--- src/rtl/seg7_display_ctrl.sv ---
// Purpose: multi-digit active-low seven-segment controller; hex nibble decode or
//          sequential double-dabble binary-to-BCD for unsigned decimal display.
// Latency/backpressure: hex 1 cycle, decimal IN_W+2 cycles; load is dropped while busy.
//
// Ports:
//   clk, rst        clock and synchronous active-high reset
//   load            single-cycle request; captures value and dec_mode when accepted
//   value[IN_W]     binary value to show
//   dec_mode        0 = hex, 1 = unsigned decimal
//   busy            conversion in progress (loads ignored)
//   done            one-cycle pulse when seg updates
//   ovf             decimal value did not fit in DIGITS digits; valid with done, held
//   seg[7*DIGITS]   active-low segments, digit k at [7k+6:7k], bit 0 = a
//
// Optional feature: define SEG7_LZ_BLANK_EN for leading-zero blanking
// (digit 0 is always shown; the overflow dash pattern is never blanked).

module seg7_display_ctrl #(
   parameter int DIGITS = 3,
   parameter int IN_W   = 10
) (
   input  logic                  clk,
   input  logic                  rst,
   input  logic                  load,
   input  logic [IN_W-1:0]       value,
   input  logic                  dec_mode,
   output logic                  busy,
   output logic                  done,
   output logic                  ovf,
   output logic [7*DIGITS-1:0]   seg
);

   localparam int BW = 4 * DIGITS;
   localparam int CW = $clog2(IN_W + 1);

   typedef enum logic [1:0] {IDLE, CONV, SHOW} state_t;

   state_t              state_q, state_d;
   logic [7*DIGITS-1:0] seg_q, seg_d;
   logic                busy_q, busy_d;
   logic                done_q, done_d;
   logic                ovf_q, ovf_d;
   logic                ovf_int_q, ovf_int_d;
   logic [IN_W-1:0]     shreg_q, shreg_d;
   logic [BW-1:0]       bcd_q, bcd_d;
   logic [CW-1:0]       cnt_q, cnt_d;

   logic [BW-1:0]       bcd_adj;
   logic [BW+IN_W-1:0]  shifted;
   logic [BW-1:0]       val_ext;

   function automatic logic [6:0] glyph(input logic [3:0] n);
      logic [6:0] g;
      case (n)
         4'h0: g = 7'b1000000;
         4'h1: g = 7'b1111001;
         4'h2: g = 7'b0100100;
         4'h3: g = 7'b0110000;
         4'h4: g = 7'b0011001;
         4'h5: g = 7'b0010010;
         4'h6: g = 7'b0000010;
         4'h7: g = 7'b1111000;
         4'h8: g = 7'b0000000;
         4'h9: g = 7'b0011000;
         4'hA: g = 7'b0001000;
         4'hB: g = 7'b0000011;
         4'hC: g = 7'b1000110;
         4'hD: g = 7'b0100001;
         4'hE: g = 7'b0000110;
         default: g = 7'b0001110;
      endcase
      return g;
   endfunction

   // Decode a packed nibble vector into segment patterns, most significant digit first
   // so the leading-zero flag can be carried downward.
   function automatic logic [7*DIGITS-1:0] render(input logic [BW-1:0] nib);
      logic [7*DIGITS-1:0] r;
`ifdef SEG7_LZ_BLANK_EN
      logic lead;
      lead = 1'b1;
`endif
      r = '1;
      for (int k = DIGITS - 1; k >= 0; k--) begin
`ifdef SEG7_LZ_BLANK_EN
         if (nib[4*k +: 4] != 4'd0 || k == 0) lead = 1'b0;
         r[7*k +: 7] = lead ? 7'b1111111 : glyph(nib[4*k +: 4]);
`else
         r[7*k +: 7] = glyph(nib[4*k +: 4]);
`endif
      end
      return r;
   endfunction

   always_comb begin
      val_ext = BW'(value);

      // Double-dabble correction: digits >= 5 get +3 before the shift.
      bcd_adj = bcd_q;
      for (int k = 0; k < DIGITS; k++) begin
         if (bcd_q[4*k +: 4] >= 4'd5) bcd_adj[4*k +: 4] = bcd_q[4*k +: 4] + 4'd3;
      end
      shifted = {bcd_adj, shreg_q} << 1;

      state_d   = state_q;
      seg_d     = seg_q;
      busy_d    = busy_q;
      done_d    = 1'b0;
      ovf_d     = ovf_q;
      ovf_int_d = ovf_int_q;
      shreg_d   = shreg_q;
      bcd_d     = bcd_q;
      cnt_d     = cnt_q;

      case (state_q)
         IDLE: begin
            if (load) begin
               if (dec_mode) begin
                  shreg_d   = value;
                  bcd_d     = '0;
                  cnt_d     = '0;
                  ovf_int_d = 1'b0;
                  busy_d    = 1'b1;
                  state_d   = CONV;
               end else begin
                  seg_d  = render(val_ext);
                  done_d = 1'b1;
                  ovf_d  = 1'b0;
               end
            end
         end
         CONV: begin
            bcd_d     = shifted[BW+IN_W-1 : IN_W];
            shreg_d   = shifted[IN_W-1:0];
            // A 1 leaving the top digit means the value needs more than DIGITS digits.
            ovf_int_d = ovf_int_q | bcd_adj[BW-1];
            cnt_d     = cnt_q + CW'(1);
            if (cnt_q == CW'(IN_W - 1)) state_d = SHOW;
         end
         SHOW: begin
            seg_d   = ovf_int_q ? {DIGITS{7'b0111111}} : render(bcd_q);
            ovf_d   = ovf_int_q;
            done_d  = 1'b1;
            busy_d  = 1'b0;
            state_d = IDLE;
         end
         default: state_d = IDLE;
      endcase
   end

   always_ff @(posedge clk) begin
      if (rst) begin
         state_q   <= IDLE;
         seg_q     <= '1;
         busy_q    <= 1'b0;
         done_q    <= 1'b0;
         ovf_q     <= 1'b0;
         ovf_int_q <= 1'b0;
         shreg_q   <= '0;
         bcd_q     <= '0;
         cnt_q     <= '0;
      end else begin
         state_q   <= state_d;
         seg_q     <= seg_d;
         busy_q    <= busy_d;
         done_q    <= done_d;
         ovf_q     <= ovf_d;
         ovf_int_q <= ovf_int_d;
         shreg_q   <= shreg_d;
         bcd_q     <= bcd_d;
         cnt_q     <= cnt_d;
      end
   end

   assign seg  = seg_q;
   assign busy = busy_q;
   assign done = done_q;
   assign ovf  = ovf_q;

endmodule

--- config.mk ---
export PLATFORM = sky130hd
export DESIGN_NAME = seg7_display_ctrl
export DESIGN_NICKNAME = d
export VERILOG_FILES = /design/src/rtl/seg7_display_ctrl.sv
export SDC_FILE = /design/constraint.sdc
export NUM_CORES = 1
export LEC_CHECK = 0
export ABC_AREA = 1
export ABC_CLOCK_PERIOD_IN_PS = 2400
export BUFFER_PORTS_ARGS = -buffer_cell sky130_fd_sc_hd__buf_2
export CAP_MARGIN = 25
export CORE_ASPECT_RATIO = 2
export CORE_MARGIN = 3
export CORE_UTILIZATION = 32
export DETAILED_ROUTE_END_ITERATION = 6
export GPL_TIMING_DRIVEN = 0
export PLACE_DENSITY_LB_ADDON = 0.15
export SYNTH_ARGS = -nofsm -noshare
export SYNTH_HDL_FRONTEND = slang
export SYNTH_SLANG_ARGS = --single-unit
--- constraint.sdc ---
create_clock -name clk -period 2.4 [get_ports clk]
set_input_delay 0.24 -clock clk [delete_from_list [all_inputs] [get_ports clk]]
set_output_delay 0.24 -clock clk [all_outputs]
set_load 0.05 [all_outputs]
==> flow_summary_export.csv, run 1 <==
group,metric,value,unit
yosys,yosysUniqueCellTypes,39,
pwr,power.density,804,nW/µm²
sta,fmax,454,MHz
pwr,comb_power_share,24.0,%
layout,final_layout_size_suffix_gt1_share,15.4,%
pwr,p_leak,0.00248,µW
yosys,synth_area,4220,µm²
floorplanning,io_pins,38,
floorplanning,initial_core_util,33.0,%
grt,grt_pass1_vias,3987,
pwr,p_sw_share,33.9,%
cts,postCtsHoldBufs,0,
setup_path,reg2reg_depth,14,
yosys,yosysTopAreaCell,"dfxtp_1",
yosys,synth_top_cell_area_share,35.1,%
outcome,outcome,"completed",
yosys,synthesis.nets,653,
routing,drt-initial-drc-count,183,
yosys,synth-main-ff-cell,"dfxtp_1",
cts,cts_tree,"built",
setup_path,critical_path_class,"reg2reg",
layout,layout.nets,698,
cts,clock-sinks,74,
run,drv_cap,0,
placement,dp_hpwl,9920,µm
cts,clk_latency,0.33,ns
yosys,ys_seq_elements,74,
cts,path_clk_slew,0.06,ns
setup_path,cp.required,2.63,ns
setup_path,r2r-start,"state_q[0]$_SDFFE_PP0P_",
floorplanning,die_height,168,µm
worst_hold_path,min_from,"value[9]",
setup_path,rrSetupSlack,0.20,ns
floorplanning,die_w,87.2,µm
grt,grtUsageTotal,17.6,%
sta,post-route-period-util,91.8,%
sta,slew_violations,0,
routing,drt_first_pass_iters,4,
grt,grt_pass1_wl,20200,µm
yosys,synth_area_leaders,"dfxtp_1, nand2_1, ha_1",
worst_hold_path,hold_path.class,"in2reg",
sta,finalHoldViolCount,0,
floorplanning,die_area,14700,µm²
setup_path,worstSetupStartpointType,"flip-flop",
pwr,p_seq_share,36.0,%
grt,antenna_found_initial,0,
placement,place_area,4580,µm²
cts,numCtsBuffers,9,
sta,worstMarginPinSlew,0.731,ns
placement,routabilityCongestion,0.875,
cts,h-tree-depth,3,
cts,cts_root_buf,"clkbuf_16",
layout,syn2layout_area_growth,17.4,%
layout,fin_area,4950,µm²
yosys,syn_inst,606,
sta,worst_slack,0.197,ns
sta,rsz0062_at_grt,"false",
routing,viasPerCell,5.10,
sta,min_period,2.20,ns
worst_hold_path,min_delay_worst_endpoint,"shreg_q[9]$_SDFFE_PP0N_",
pwr,switchingPower,1350,µW
sta,hold_ws,0.200,ns
setup_path,crit_fanout,10,
layout,n_antenna_cell,0,
yosys,avgSynthCellArea,6.96,µm²
floorplanning,num_rows,58,
routing,drtAntennaViolNets,0,
yosys,synth_edf_count,0,
pwr,ir_worst_vdd,0.391,mV
routing,wire_per_inst,15.6,µm
cts,clockBufferDepth,2,
pwr,p_int,2630,µW
yosys,ys_seq_area_share,35.1,%
yosys,synth_warnings,0,
sta,slew_headroom,51.3,%
routing,wl,12600,µm
placement,portBuffers,34,
worst_hold_path,hold_path_depth,3,
yosys,synth-async-reset-ratio,0,%
placement,place_ws,-0.0930,ns
grt,grt_max_degree,15,
floorplanning,core,12800,µm²
setup_path,critPathCaptureType,"flip-flop",
routing,vias,4108,
sta,setup-violations-final,0,
grt,grt_overflow_total,0,
sta,skew,0.00667,ns
routing,drc,0,
setup_path,cp.arrival,2.43,ns
pwr,clockPowerShare,40.0,%
[synthesized netlist by cell type, types with 2 or more instances]
| library cell | count |
|---|---|
| nand3_1 | 66 |
| a31oi_1 | 9 |
| o21ai_2 | 3 |
| a21oi_1 | 10 |
| o221ai_1 | 5 |
| buf_2 | 8 |
| nor3_1 | 4 |
| o21ai_1 | 2 |
| nand3b_1 | 5 |
| o211ai_1 | 8 |
| o22ai_1 | 4 |
| nand4_1 | 12 |
| o31ai_1 | 2 |
| ha_1 | 33 |
| nand2_2 | 7 |
| clkbuf_1 | 9 |
| o21ai_0 | 36 |
| nand2_1 | 194 |
| nor2_2 | 2 |
| dfxtp_1 | 74 |
| inv_2 | 15 |
| nor2_1 | 22 |
| inv_1 | 54 |
| buf_6 | 2 |
| o2111ai_1 | 3 |
| nand2_4 | 4 |
[through the flow]
stage,TNS (ns),power [µW],util (%),std cells
5_1_grt,0,4170,38.8,806
6_report,0,3980,38.8,806
4_1_cts,0,4020,38.7,806
3_5_place_dp,-0.148,2420,35.8,790
2_1_floorplan,0,2140,-,606
3_3_place_gp,-0.0525,2410,35.8,790
[how the worst max path moves through the flow]
stage / end / startpoint / depth (start not counted)
2_1_floorplan: flip-flop / bcd_q[0]$_SDFFE_PP0N_ / 16
3_5_place_dp: flip-flop / bcd_q[0]$_SDFFE_PP0N_ / 16
3_3_place_gp: flip-flop / bcd_q[0]$_SDFFE_PP0N_ / 16
6_report: flip-flop / state_q[0]$_SDFFE_PP0P_ / 14
4_1_cts: flip-flop / bcd_q[0]$_SDFFE_PP0N_ / 16
5_1_grt: flip-flop / bcd_q[4]$_SDFFE_PP0N_ / 15
[per-layer routing]
metal	vias up	track usage, %	routed length (µm)
met2	92	34.8	7210
met1	1912	17.7	4660
met3	17	2.20	347
met4	0	7.01	331
li1	2087	-	-
met5	-	0	0
[timing repair]
| item | CTS | global route |
|---|---|---|
| setup buffers | 0 | 0 |
| endpoints found under the setup margin | 4 | 10 |
| pin swaps | 0 | 0 |
| resized for setup | 2 | 6 |
[area by class of cell]
class / instances / area, µm²
Multi-Input combinational cell: 441 / 2390
Timing Repair Buffer: 34 / 170
Fill cell: 1384 / 7820
Clock buffer: 9 / 225
Buffer: 21 / 108
Clock inverter: 7 / 124
Sequential cell: 74 / 1480
Inverter: 70 / 263
Tap cell: 150 / 188
[placed cells by master, fill, tap and decap left out, types with 2 or more instances in the layout]
master	instances
a21oi_1	10
a31oi_1	9
buf_2	42
buf_6	2
bufinv_16	3
clkbuf_1	9
clkbuf_16	9
dfxtp_1	72
dfxtp_2	2
ha_1	33
inv_1	54
inv_2	15
inv_6	2
nand2_1	194
nand2_2	7
nand2_4	4
nand3_1	65
nand3_2	2
nand3b_1	5
nand4_1	12
nor2_1	19
nor2_2	5
nor3_1	4
o2111ai_1	3
o211ai_1	8
o21ai_0	36
o21ai_2	3
o221ai_1	5
o22ai_1	4
o31ai_1	2
[worst max-delay path: stages, from the launching register on]
cell and delay, ns:
dfxtp_1 0.41, inv_2 0.08, nor2_4 0.20, buf_6 0.19, nand2_1 0.10, o21ai_4 0.21
inv_2 0.08, nor2_2 0.14, inv_1 0.11, ha_1 0.30, inv_1 0.06, nand2_1 0.06
nand2_1 0.05, nand2_1 0.05, nand2_1 0.04
[power by group through the flow]
stage               registers, µW  clock network, µW  logic (µW)
finish                       1430               1590         954
global placement             1460                  0         950
floorplan                    1670                  0         468
global route                 1450               1670        1050
CTS                          1430               1630         963
detailed placement           1460                  0         959
[cell families (layout without fill, tap and decap cells)]
logic type / after synthesis / after routing / share of synthesized area, %
adder cells (fa/ha/maj): 33 / 33 / 9.79
AO/OA/AOI/OAI: 88 / 88 / 12.8
flip-flops: 74 / 74 / 35.1
AND/OR/NAND/NOR: 319 / 319 / 33.3
XOR/XNOR: 1 / 1 / 0.208
buffers and inverters: 91 / 141 / 8.78
No activity file was read; power rests on OpenSTA's default activity.
==> run 2, diff against run 1 <==
CORE_UTILIZATION = 50   (was 32)
==> run 2 against run 1 <==
Global-route usage rose by 6.8 points; non-clock buffer count is the same; die area decreased by 34%; fmax grew 0.81%; largest power group is now sequential cells.
==> flow_summary_export.csv, run 2 (synthesis gave the netlist of run 1 again) <==
group,metric,value,unit
cts,cts_root_buf,"clkbuf_16",
cts,cts_tree,"built",
setup_path,path_common_cell,"nand2_1",
pwr,ir_worst_vdd,0.332,mV
floorplanning,num_rows,46,
pwr,power.density,748,nW/µm²
sta,finalHoldViolCount,0,
cts,postCtsHoldBufs,0,
sta,hold_ws,0.185,ns
routing,wl,11600,µm
cts,path_clk_slew,0.06,ns
grt,grtUsageTotal,24.4,%
routing,vias,4173,
layout,layout.cells.non_filler,752,
pwr,p_sw_share,35.9,%
floorplanning,core,8060,µm²
floorplanning,die_w,71.0,µm
placement,portBuffers,34,
run,drv_cap,0,
layout,nFillCells,810,
floorplanning,io_pins,38,
setup_path,critPathCaptureType,"flip-flop",
setup_path,cp.arrival,2.46,ns
layout,syn2layout_area_growth,14.0,%
placement,dp_hpwl,8940,µm
layout,fin_area,4810,µm²
floorplanning,die_area,9640,µm²
layout,seq_area,1480,µm²
setup_path,worstSetupStartpointType,"flip-flop",
layout,final_layout_size_suffix_gt1_share,15.1,%
sta,min_period,2.18,ns
sta,setup-violations-final,0,
layout,multi_input_area,2390,µm²
sta,worstMarginPinSlew,0.750,ns
layout,final_common_cell,"nand2_1",
placement,dp.cells,736,
layout,n_antenna_cell,0,
placement,place_area,4510,µm²
sta,post-route-period-util,91.0,%
grt,grt_max_degree,14,
outcome,outcome,"completed",
routing,wire_per_inst,15.4,µm
routing,drt_first_pass_iters,5,
grt,antenna_found_initial,0,
setup_path,slowest_stage,"dfxtp_1",
sta,fmax,458,MHz
sta,skew,0.00579,ns
routing,drt-initial-drc-count,233,
pwr,p_int,2310,µW
layout,layout.nets,698,
placement,routabilityCongestion,0.884,
cts,clock-sinks,74,
setup_path,cp.required,2.68,ns
worst_hold_path,hold_path.class,"in2reg",
pwr,switchingPower,1290,µW
pwr,p_leak,0.00245,µW
setup_path,critical_path_class,"reg2reg",
cts,numCtsBuffers,9,
setup_path,crit_fanout,4,
setup_path,crit_path_cell_trace,"inv_1 -> ha_1 -> inv_1 -> nand2_1 -> nand3_2 -> nand2_1 -> nor2_1 -> nor2_2 -> nor2_2 -> inv_1 -> ha_1 -> nand3b_1 -> nand2_1 -> nand2_1 -> nand2_1",
pwr,clockPowerShare,33.9,%
sta,rsz0062_at_grt,"false",
grt,grt_pass1_vias,3968,
floorplanning,die_height,136,µm
floorplanning,initial_core_util,52.4,%
grt,grt_overflow_total,0,
sta,slew_violations,0,
layout,most-common-layout-cells,"nand2_1, dfxtp_1, nand3_1",
routing,drc,0,
routing,viasPerCell,5.55,
grt,grt_pass1_wl,18500,µm
pwr,comb_power_share,26.2,%
cts,h-tree-depth,3,
setup_path,slowest_delay,0.37,ns
sta,slew_headroom,49.6,%
pwr,p_seq_share,39.8,%
sta,finalSetupTns,0,ns
routing,drtAntennaViolNets,0,
cts,clk_latency,0.33,ns
cts,clockBufferDepth,2,
run 2: worst max-delay path: cells and delay by family, from the launching register on:
| family | cells | cell delay, ns |
|---|---|---|
| flops | 1 | 0.37 |
| buf+inv | 3 | 0.25 |
| fa+ha+maj | 2 | 0.55 |
| simple gates | 10 | 0.94 |
run 2: power groups by stage:
stage	combinational, µW	clock (µW)	sequential [µW]
after detailed placement	936	0	1460
final	944	1220	1430
after floorplan	468	0	1670
after global routing	1020	1300	1450
after CTS	941	1250	1430
after global placement	924	0	1450
run 2: worst paths after layout:
path / startpoint / cells after the start / slack [ns] / endpoint
setup reg to reg: bcd_q[4]$_SDFFE_PP0N_ / 15 / 0.22 / flip-flop
hold / removal: value[9] / 3 / 0.19 / shreg_q[9]$_SDFFE_PP0N_
hold reg to reg: seg[15]$_SDFFE_PP1P_ / 2 / 0.45 / seg[15]$_SDFFE_PP1P_
setup / recovery: bcd_q[4]$_SDFFE_PP0N_ / 15 / 0.22 / flip-flop
run 2: through the flow:
stage	utilization, %	worst slack [ns]	power, µW
after floorplan	-	0.378	2140
after global placement	56.0	0.0163	2380
after detailed placement	56.0	0.00949	2390
after CTS	59.4	0.0682	3620
after global routing	59.7	0.00742	3780
final	59.7	0.215	3600
run 2: cell type report:
type,count,share of cell area [%]
buffer,21,2.24
sequential,74,30.8
clock inverter,6,0.885
inverter,70,5.46
multi-input combinational,441,49.8
timing repair buffer,34,3.54
tap,96,2.50
clock buffer,10,4.76
run 2: timing repair:
item                                    CTS  global route
buffers inserted                          0             0
gates cloned                              0             0
endpoints found under the setup margin    1             8
resized for setup                         1             6
run 2: per-layer routing:
| layer | share of wire [%] | global-route usage [%] |
|---|---|---|
| met2 | 53 | 44.3 |
| met5 | 0 | 0 |
| met4 | 6.5 | 17.6 |
| met1 | 37 | 24.2 |
| met3 | 3.7 | 4.22 |
==> run 3, diff against run 2 <==
CELL_PAD_IN_SITES_DETAIL_PLACEMENT = 0   (was unset)
CELL_PAD_IN_SITES_GLOBAL_PLACEMENT = 1   (was unset)
CORE_UTILIZATION = 43   (was 50)
==> run 3 against run 2 <==
Critical path depth is the same; critical path type unchanged; sequential power is essentially flat; sequential share of layout area shrank 0.37 points; highest routed layer unchanged.
==> flow_summary_export.csv, run 3 (synthesis gave the netlist of run 1 again) <==
group,metric,value,unit
routing,drt-initial-drc-count,196,
setup_path,rrSetupSlack,0.24,ns
sta,worstMarginPinSlew,0.764,ns
setup_path,crit_cells,15,
routing,drt_first_pass_iters,4,
routing,viasPerCell,5.24,
setup_path,critical_path_class,"reg2reg",
setup_path,r2r-start,"bcd_q[4]$_SDFFE_PP0N_",
grt,grt_max_degree,14,
setup_path,crit_buf_inv,3,
setup_path,reg2reg_depth,15,
setup_path,cp.required,2.68,ns
routing,vias,4117,
floorplanning,die_area,11100,µm²
layout,layout.nets,698,
sta,slew_headroom,48.7,%
layout,n_antenna_cell,0,
cts,clk_latency,0.33,ns
layout,fin_util,51.6,%
setup_path,cp-startpoint,"bcd_q[4]$_SDFFE_PP0N_",
grt,antenna_found_initial,0,
sta,setup-violations-final,0,
routing,wire_per_inst,15.3,µm
floorplanning,num_rows,50,
sta,post-route-period-util,90.0,%
run,drv_cap,0,
sta,hold_ws,0.221,ns
grt,grt_pass1_wl,20000,µm
floorplanning,die_height,146,µm
cts,clock-sinks,74,
cts,path_clk_slew,0.06,ns
setup_path,slowest_delay,0.36,ns
placement,dp_hpwl,9540,µm
setup_path,path_common_cell,"nand2_1",
routing,drtAntennaViolNets,0,
setup_path,crit_path_cell_trace,"inv_1 -> ha_1 -> inv_1 -> nand2_1 -> nand3_1 -> nand2_1 -> nor2_1 -> nor2_2 -> nor2_4 -> inv_1 -> ha_1 -> nand3b_1 -> nand2_1 -> nand2_1 -> nand2_1",
grt,grtUsageTotal,22.6,%
cts,cts_tree,"built",
layout,final_common_cell,"nand2_1",
routing,wl,12100,µm
setup_path,cp.arrival,2.44,ns
cts,clockBufferDepth,2,
setup_path,critPathCaptureType,"flip-flop",
layout,final_layout_size_suffix_gt1_share,15.2,%
routing,drc,0,
cts,h-tree-depth,3,
pwr,ir_worst_vdd,0.394,mV
sta,skew,0.00523,ns
cts,postCtsHoldBufs,0,
cts,numCtsBuffers,9,
sta,fmax,463,MHz
floorplanning,core,9450,µm²
grt,grt_overflow_total,0,
layout,most-common-layout-cells,"nand2_1, dfxtp_1, nand3_1",
setup_path,worstSetupStartpointType,"flip-flop",
floorplanning,io_pins,38,
grt,grt_pass1_vias,4165,
worst_hold_path,hold_path.class,"in2reg",
sta,min_period,2.16,ns
layout,nFillCells,979,
setup_path,cp_top_family,"simple AND/OR/NAND/NOR gates",
pwr,p_leak,0.00245,µW
sta,rsz0062_at_grt,"false",
cts,cts_root_buf,"clkbuf_16",
sta,slew_violations,0,
floorplanning,initial_core_util,44.7,%
outcome,outcome,"completed",
pwr,power.density,753,nW/µm²
floorplanning,die_w,76.0,µm
sta,finalHoldViolCount,0,
placement,routabilityCongestion,0.850,
placement,portBuffers,34,
setup_path,crit_fanout,4,
setup_path,slowest_stage,"dfxtp_2",
layout,syn2layout_area_growth,15.5,%
==> run 3: cell count changes in the layout (fill, tap and decap cells not counted) <==
cell / previous run / this run
clkbuf_1: 10 / 9
clkbuf_8: 0 / 2
clkinv_2: 2 / 1
dfxtp_1: 73 / 72
dfxtp_2: 1 / 2
nand3_1: 64 / 65
nand3_2: 3 / 2
nor2_2: 4 / 3
nor2_4: 1 / 2
==> run 3: layout make-up <==
| type | count | area (µm²) | area share (%) |
|---|---|---|---|
| multi-input cells | 441 | 2390 | 49.1 |
| flip-flops and latches | 74 | 1480 | 30.5 |
| clock inverters | 5 | 37.5 | 0.771 |
| inverters | 70 | 263 | 5.39 |
| well taps | 130 | 163 | 3.34 |
| plain buffers | 21 | 108 | 2.21 |
| repair buffers | 34 | 170 | 3.49 |
| clock buffers | 11 | 253 | 5.19 |
==> run 3: how the worst min path moves through the flow <==
stage                     slack (ns)  cells past startpoint                      end            startpoint
after floorplan                 0.40                      2  shreg_q[1]$_SDFFE_PP0N_              value[1]
after global placement          0.44                      2     seg[15]$_SDFFE_PP1P_  seg[15]$_SDFFE_PP1P_
after detailed placement        0.44                      2     seg[15]$_SDFFE_PP1P_  seg[15]$_SDFFE_PP1P_
after CTS                       0.21                      3  shreg_q[9]$_SDFFE_PP0N_              value[9]
after global routing            0.22                      3  shreg_q[9]$_SDFFE_PP0N_              value[9]
final                           0.22                      3  shreg_q[9]$_SDFFE_PP0N_              value[9]
==> run 3: where the power goes <==
part	switching (µW)	leakage [µW]	internal, µW
clock	531	0.000138	759
combinational	699	0.00171	248
sequential	72.0	0.000606	1360
total	1300	0.00245	2360
==> run 3: worst min-delay path: stages <==
cell     delay [ns]
buf_2          0.12
nand2_1        0.07
a31oi_1        0.08
==> run 3: routing by layer <==
metal / wire (µm) / track usage [%]
met3: 494 / 4.32
met1: 4460 / 22.2
met2: 6590 / 43.4
met4: 506 / 12.7
met5: 0 / 0
==> run 3: stage by stage <==
step / total power [µW] / instances / setup TNS, ns / cell area [µm²] / setup WS [ns]
2_1_floorplan: 2140 / 606 / 0 / 4220 / 0.378
3_3_place_gp: 2390 / 770 / 0 / 4550 / 0.0394
3_5_place_dp: 2400 / 770 / -0.000340 / 4550 / -0.000340
4_1_cts: 3690 / 786 / 0 / 4850 / 0.0576
5_1_grt: 3850 / 786 / 0 / 4870 / 0.00837
6_report: 3670 / 786 / 0 / 4870 / 0.240
==> run 3: repair_timing <==
item,in CTS,in global routing
pin swaps,0,1
resized for setup,1,7
buffers inserted,0,0
setup endpoints to repair,1,13
hold endpoints to repair,0,0
